$ cat src/rtl/pulse_pkg.sv
// pulse_pkg: shared descriptor layout, register map and FSM states for the pulse descriptor writer.
package pulse_pkg;
  localparam int DW = 32;
  localparam logic [2:0] REG_CH      = 3'd0;
  localparam logic [2:0] REG_AMP     = 3'd1;
  localparam logic [2:0] REG_DUR     = 3'd2;
  localparam logic [2:0] REG_CTRL    = 3'd3;
  localparam logic [2:0] REG_STATUS  = 3'd4;
  localparam logic [2:0] REG_PUSHCNT = 3'd5;
  typedef enum logic {IDLE, PEND} state_t;
  typedef struct packed {
    logic [15:0] dur;
    logic [11:0] amp;
    logic [3:0]  ch;
  } pulse_desc_t;
  function automatic pulse_desc_t pack_desc(logic [3:0] ch, logic [11:0] amp, logic [15:0] dur);
    return '{dur: dur, amp: amp, ch: ch};
  endfunction
endpackage

$ cat src/rtl/pulse_desc_writer.sv
// pulse_desc_writer: MMIO-staged pulse descriptor, pushed into a dual-clock FIFO one at a time.
module pulse_desc_writer
  import pulse_pkg::*;
#(
  parameter int DW    = 32,
  parameter int DROPW = 8
) (
  input  logic          clk_wr,
  input  logic          rst_wr,
  input  logic          bus_valid,
  input  logic          bus_we,
  input  logic [2:0]    bus_addr,
  input  logic [31:0]   bus_wdata,
  output logic [31:0]   bus_rdata,
  output logic          bus_rvalid,
  output logic          fifo_wr_en,
  output logic [DW-1:0] fifo_wr_data,
  input  logic          fifo_full,
  output logic          pending
);
  state_t            state_q, state_d;
  logic [3:0]        ch_q, ch_d;
  logic [11:0]       amp_q, amp_d;
  logic [15:0]       dur_q, dur_d;
  pulse_desc_t       desc_q, desc_d;
  logic [DROPW-1:0]  drop_q, drop_d;
  logic [15:0]       push_cnt_q, push_cnt_d;
  logic [31:0]       rdata_q, rdata_d, rd_val;
  logic              rvalid_q;
  logic              wr, rd, commit, clr;
  assign wr     = bus_valid & bus_we;
  assign rd     = bus_valid & ~bus_we;
  assign commit = wr & (bus_addr == REG_CTRL) & bus_wdata[0];
  assign clr    = wr & (bus_addr == REG_CTRL) & bus_wdata[1];
  assign pending      = (state_q == PEND);
  assign fifo_wr_en   = pending & ~fifo_full;
  assign fifo_wr_data = DW'(desc_q);
  assign bus_rdata    = rdata_q;
  assign bus_rvalid   = rvalid_q;
  always_comb begin
    state_d = state_q;
    if (state_q == IDLE && commit) state_d = PEND;
    else if (fifo_wr_en) state_d = IDLE;
  end
  // Fields are sampled from the _q copies so a same-cycle field write packs the old value.
  always_comb begin
    ch_d       = (wr && bus_addr == REG_CH)  ? bus_wdata[3:0]  : ch_q;
    amp_d      = (wr && bus_addr == REG_AMP) ? bus_wdata[11:0] : amp_q;
    dur_d      = (wr && bus_addr == REG_DUR) ? bus_wdata[15:0] : dur_q;
    desc_d     = (state_q == IDLE && commit) ? pack_desc(ch_q, amp_q, dur_q) : desc_q;
    push_cnt_d = fifo_wr_en ? push_cnt_q + 16'd1 : push_cnt_q;
    drop_d     = clr ? '0 : (pending && commit && drop_q != '1) ? drop_q + 1'b1 : drop_q;
  end
  always_comb begin
    rd_val = '0;
    case (bus_addr)
      REG_CH:      rd_val = 32'(ch_q);
      REG_AMP:     rd_val = 32'(amp_q);
      REG_DUR:     rd_val = 32'(dur_q);
      REG_STATUS:  rd_val = {16'd0, 8'(drop_q), 6'd0, pending, fifo_full};
      REG_PUSHCNT: rd_val = 32'(push_cnt_q);
      default:     rd_val = '0;
    endcase
    rdata_d = rd ? rd_val : rdata_q;
  end
  always_ff @(posedge clk_wr or posedge rst_wr) begin
    if (rst_wr) begin
      state_q    <= IDLE;
      ch_q       <= '0;
      amp_q      <= '0;
      dur_q      <= '0;
      desc_q     <= '0;
      drop_q     <= '0;
      push_cnt_q <= '0;
      rdata_q    <= '0;
      rvalid_q   <= 1'b0;
    end else begin
      state_q    <= state_d;
      ch_q       <= ch_d;
      amp_q      <= amp_d;
      dur_q      <= dur_d;
      desc_q     <= desc_d;
      drop_q     <= drop_d;
      push_cnt_q <= push_cnt_d;
      rdata_q    <= rdata_d;
      rvalid_q   <= rd;
    end
  end
endmodule

$ cat config.mk
export PLATFORM = sky130hd
export DESIGN_NAME = pulse_desc_writer
export DESIGN_NICKNAME = d
export VERILOG_FILES = /design/src/rtl/pulse_pkg.sv /design/src/rtl/pulse_desc_writer.sv
export SDC_FILE = /design/constraint.sdc
export NUM_CORES = 1
export LEC_CHECK = 0
export CORE_MARGIN = 3
export CORE_UTILIZATION = 30
export CTS_BUF_LIST = sky130_fd_sc_hd__clkbuf_8
export CTS_CLUSTER_SIZE = 12
export DETAILED_ROUTE_END_ITERATION = 6
export GPL_TIMING_DRIVEN = 0
export SLEW_MARGIN = 5
export SYNTH_ARGS = -nofsm -noshare
export SYNTH_HDL_FRONTEND = slang
export SYNTH_SLANG_ARGS = --single-unit
$ cat constraint.sdc
create_clock -name clk_wr -period 3.85 [get_ports clk_wr]
set_clock_uncertainty 0.15 [all_clocks]
set_input_delay 0.9625 -clock clk_wr [delete_from_list [all_inputs] [get_ports clk_wr]]
set_output_delay 0.9625 -clock clk_wr [all_outputs]
set_load 0.02 [all_outputs]
-- Yosys cells after proc, flatten, opt, wreduce, memory -nomap -nowiden
Cells that the tools add are included.
Widths: inputs -> output; s select.
- register bits after elaboration: 122
- bits of input ports: 40
- output and inout bits: 67
- logic and storage cells: 42
- reductions and logical operators: 9
- bitwise operators: 9
- muxes and demuxes: 5
- equal/unequal tests: 6
- $add $sub $neg: 2
- operators by type and width (operator ; number):
    $pmux 16 s5 ; 1
    $add 16x1->16 const B ; 1
    $mux 8 ; 2
    $add 8x1->8 const B ; 1
    $ne 8x8->1 const B ; 1
    $and 1x1->1 ; 6
    $eq 3x2->1 const B ; 2
    $eq 3x3->1 const B ; 2
    $logic_and 1x1->1 ; 6
    $reduce_bool 2->1 ; 2
    $eq 3x1->1 const B ; 1
    $logic_not 3->1 ; 1
    $not 1->1 ; 3
    $mux 1 ; 2

-- Logic depth before layout (Yosys ltp)
Gate-level depths: netlist (run 1).
- depth in word-level cells: 7
- gate-level depth with buffers: 6

-- Worst setup path before layout (run 1)
Ideal clock, no wire load.
- kind: input to register
- from: input bus_addr[1]
- to: register desc_q (netlist bit fifo_wr_data[21])
- setup slack: 1335 ps
- path buffers: 1
- arrival time: 2240 ps
- stages: 5
- cell sequence: inv_1 -> or3_4 -> nor3b_4 -> buf_6 -> mux2_2
- longest elaborated chain between the ends: 4
- RTL lines (element ; RTL line ; source):
    start: declaration ; pulse_desc_writer.sv:12 ; input logic [2:0] bus_addr,
    $eq 3x2->1 ; pulse_desc_writer.sv:33 ; assign commit = wr & (bus_addr == REG_CTRL) & bus_wdata[0];
    $and 1x1->1 (2 in a row) ; pulse_desc_writer.sv:33 ;
    $logic_and 1x1->1 ; pulse_desc_writer.sv:50 ; desc_d = (state_q == IDLE && commit) ? pack_desc(ch_q, amp_q, dur_q) : desc_q;
    end signal: assignment ; pulse_desc_writer.sv:82 ; desc_q <= desc_d;
    end: declaration ; pulse_desc_writer.sv:25 ; pulse_desc_t desc_q, desc_d;
Every way passes these cells.
A chain may end at the register's enable or synchronous reset.

-- Final worst setup path (run 1)
- from: input fifo_full
- to: output fifo_wr_en
- longest elaborated chain between the ends: 2
- RTL lines (element ; RTL line ; source):
    start: declaration ; pulse_desc_writer.sv:18 ; input logic fifo_full,
    $not 1->1 ; pulse_desc_writer.sv:36 ; assign fifo_wr_en = pending & ~fifo_full;
    $and 1x1->1 ; pulse_desc_writer.sv:36 ;
    end: declaration ; pulse_desc_writer.sv:16 ; output logic fifo_wr_en,
Every way passes these cells.

==> impl_metrics.env, run 1 <==
export IMPL_status="completed"
export IMPL_seqCellArea_sq_um=2653
export IMPL_routed_wl_microns=11660
export IMPL_syn_area_per_cell_sq_um=12.42
export IMPL_reg2reg_depth=6
export IMPL_num_rows=45
export IMPL_grt_max_degree=42
export IMPL_cts_setup_buffers=0
export IMPL_vias=3263
export IMPL_antenna_found_initial=0
export IMPL_diodes=0
export IMPL_pwr_share_comb=0.219
export IMPL_min_to="bus_rdata[7]"
export IMPL_hold_class="reg -> reg"
export IMPL_syn_to_final_growth_pct=27.51
export IMPL_synth_edf_count=0
export IMPL_wl_per_cell_microns=16.63
export IMPL_h_tree_depth=3
export IMPL_worst_setup_path_type="in -> out"
export IMPL_drtIter0Drc=119
export IMPL_pwr_share_seq=0.518
export IMPL_cts_hold_buf=0
export IMPL_ant_nets=0
export IMPL_root_buffer="clkbuf_8"
export IMPL_required_ns=2.74
export IMPL_r2r_start="drop_q[0]"
export IMPL_multiInputGateArea_sq_um=1938
export IMPL_cts_buffers=9
export IMPL_p_int_w=0.001930
export IMPL_synthArstFlopShare=1.000
export IMPL_clk_latency_ns=0.38
export IMPL_postSynth_topFlopCell="dfrtp_1"
export IMPL_layout_nets=527
export IMPL_final_setup_tns_ns=0
export IMPL_netSwitchingPower_w=0.0007804
export IMPL_slowest_stage="clkdlybuf4s50_1"
export IMPL_coreArea_sq_um=15370
export IMPL_port_buffers=74
export IMPL_cts_num_sinks=106
export IMPL_fin_area_sq_um=6066
export IMPL_route_detailed_drc=0
export IMPL_switching_share=0.2879
export IMPL_fillers=1471
export IMPL_placed_area_sq_um=5862
export IMPL_power_per_cell_area_nw_per_um2=446.8
export IMPL_crit_path_end_kind="primary output"
export IMPL_die_area_sq_um=17400
export IMPL_leakage_nw=2.685
export IMPL_startpoint_type="input port"
export IMPL_fmax_mhz=273.4
export IMPL_synth_seq_cells=106
export IMPL_synth_area_leaders="dfrtp_1, mux2_2, buf_4"
export IMPL_hold_depth=2
export IMPL_cts_max_path_buffers=2
export IMPL_cts_repair_resized=0
export IMPL_critPathArrivalTime_ns=2.55
export IMPL_worstHoldStart="bus_rdata[7]"
export IMPL_r2r_slack_ns=1.68
export IMPL_seq_area_frac_synth=0.5576
export IMPL_pin_count=107
export IMPL_cp_cell_sequence="clkdlybuf4s50_1, nor2b_1, clkbuf_1, clkdlybuf4s50_1"
export IMPL_rsz0062_at_grt="no"
export IMPL_tightest_slew_ns=0.8584
export IMPL_synth_cells=383
export IMPL_first_pass_iters=4
export IMPL_slew_violations=0
export IMPL_layout_commonest_cell="dfrtp_1"
export IMPL_synth_area_sq_um=4757
export IMPL_routed_via_density=4.655
export IMPL_setup_viol=0
export IMPL_grt_first_pass_wirelength_microns=18770
export IMPL_netlist_top_cell_by_area="dfrtp_1"
export IMPL_start_util=0.3095
export IMPL_relSlewSlack=0.4225
export IMPL_hold_viol=0
export IMPL_drive_above_1_share=0.2347
export IMPL_grt_ovfl_total=0
export IMPL_die_y_microns=131.9
export IMPL_fin_crit_sh=0.9502
export IMPL_fin_crit_ns=3.658
export IMPL_synth_distinct_cells=42
export IMPL_synth_top_area_frac=0.5576
export IMPL_cts_tree="done"
export IMPL_rr_endpoint="drop_q[3]"
export IMPL_grt_util_all_layers=0.1374
export IMPL_die_w_microns=131.9
export IMPL_ys_warn_count=0
export IMPL_cp_slowest_stage_delay_ns=0.69
export IMPL_clk_pin_slew_ns=0.09
export IMPL_mostFrequentLayoutCells="dfrtp_1, clkdlybuf4s50_1, mux2_2, nand2_1"
export IMPL_grt_pass1_vias=3410
export IMPL_crit_top_cell="clkdlybuf4s50_1"
export IMPL_pwr_share_clk=0.263
export IMPL_drv_cap=0
export IMPL_irDropWorstVdd_uv=252.5
export IMPL_cp_max_fo=6
export IMPL_gp_congestion=0.8224
export IMPL_dp_hpwl_microns=8858
power by group through the flow:
stage / Sequential, W / Combinational (W) / Clock [W]
2_1_floorplan: 0.00148 / 0.000253 / 0
3_3_place_gp: 0.00142 / 0.000583 / 0
3_5_place_dp: 0.00143 / 0.000599 / 0
4_1_cts: 0.00141 / 0.000602 / 0.000733
5_1_grt: 0.00143 / 0.000640 / 0.000777
6_report: 0.00140 / 0.000595 / 0.000712
critical path: cells and delay by family:
family / cells / cell delay (ns)
buffers and inverters: 3 / 1.44
AND/OR/NAND/NOR: 1 / 0.13
final cells by class:
| class | instances | area share |
|---|---|---|
| clock buffers | 11 | 0.02496 |
| flip-flops and latches | 106 | 0.4373 |
| well taps | 211 | 0.04352 |
| multi-input cells | 256 | 0.3195 |
| plain buffers | 30 | 0.03300 |
| inverters | 6 | 0.004332 |
| repair buffers | 76 | 0.1287 |
| clock inverters | 5 | 0.008663 |
registers in the layout (all words and copies together) (netlist names):
register      flops
amp_q            12
bus_rdata        16
bus_rvalid        1
ch_q              4
drop_q            8
dur_q            16
fifo_wr_data     32
pending           1
push_cnt_q       16
worst max path at each step:
stage / from / to / slack, ns / cells after the start
finish: fifo_full / fifo_wr_en / 0.19 / 4
global route: fifo_full / fifo_wr_en / 0.12 / 4
CTS: fifo_full / fifo_wr_en / 0.16 / 4
detailed placement: fifo_full / fifo_wr_en / 0.17 / 4
global placement: fifo_full / fifo_wr_en / 0.18 / 4
floorplan: bus_addr[1] / fifo_wr_data[21] / 1.34 / 5
kinds of logic after synthesis:
group                      after synthesis  synth area share
AOI/OAI and AO/OA                       57           0.07575
xor gates and xnor gates                16           0.02946
adders and majority gates                2          0.005260
buffers and inverters                   36           0.04682
DFF                                    106            0.5576
muxes                                   80            0.1870
other                                    1         0.0007883
and+or+nand+nor                         85           0.09732
cells in the mapped netlist (4+ instances only):
cell	n
a2bb2oi_1	5
a22oi_1	8
buf_4	16
nand2_1	23
xor2_1	6
xnor2_1	10
nor2b_1	5
and2_1	4
mux2_2	70
buf_2	4
or3_1	6
inv_1	5
o21ai_0	17
and4_1	5
nand3_1	8
mux2i_1	9
dfrtp_1	106
nor2_1	16
clkbuf_1	7
a21oi_1	17
per-stage QoR:
stage	total power, W	cells	setup slack, ns	hold WS, ns	util
floorplan	0.001733	398	1.335	0.2952	-
global placement	0.002007	683	0.1766	0.3179	0.3788
detailed placement	0.002029	685	0.1733	0.3128	0.3814
CTS	0.002744	701	0.1640	0.3358	0.3946
global route	0.002845	701	0.1170	0.3569	0.3946
finish	0.002710	701	0.1918	0.3347	0.3946
routing by layer:
metal | global-route usage | vias to the layer above | routed length [microns]
li1 | - | 1531 | -
met1 | 0.1863 | 1640 | 5419
met3 | 0.03511 | 14 | 624
met4 | 0.04201 | 0 | 184
met5 | 0 | - | 0
met2 | 0.2169 | 78 | 5427
Note: power is estimated with default switching activity, not from simulation.
==> run 2: changes to the inputs <==
--- a/config.mk
+++ b/config.mk
@@ -8,7 +8,6 @@
 export CORE_MARGIN = 3
 export CORE_UTILIZATION = 30
 export CTS_BUF_LIST = sky130_fd_sc_hd__clkbuf_8
-export CTS_CLUSTER_SIZE = 12
 export DETAILED_ROUTE_END_ITERATION = 6
 export GPL_TIMING_DRIVEN = 0
 export SLEW_MARGIN = 5
==> results of run 2 <==
Final layout, timing and power as in run 1 (identical DEF).
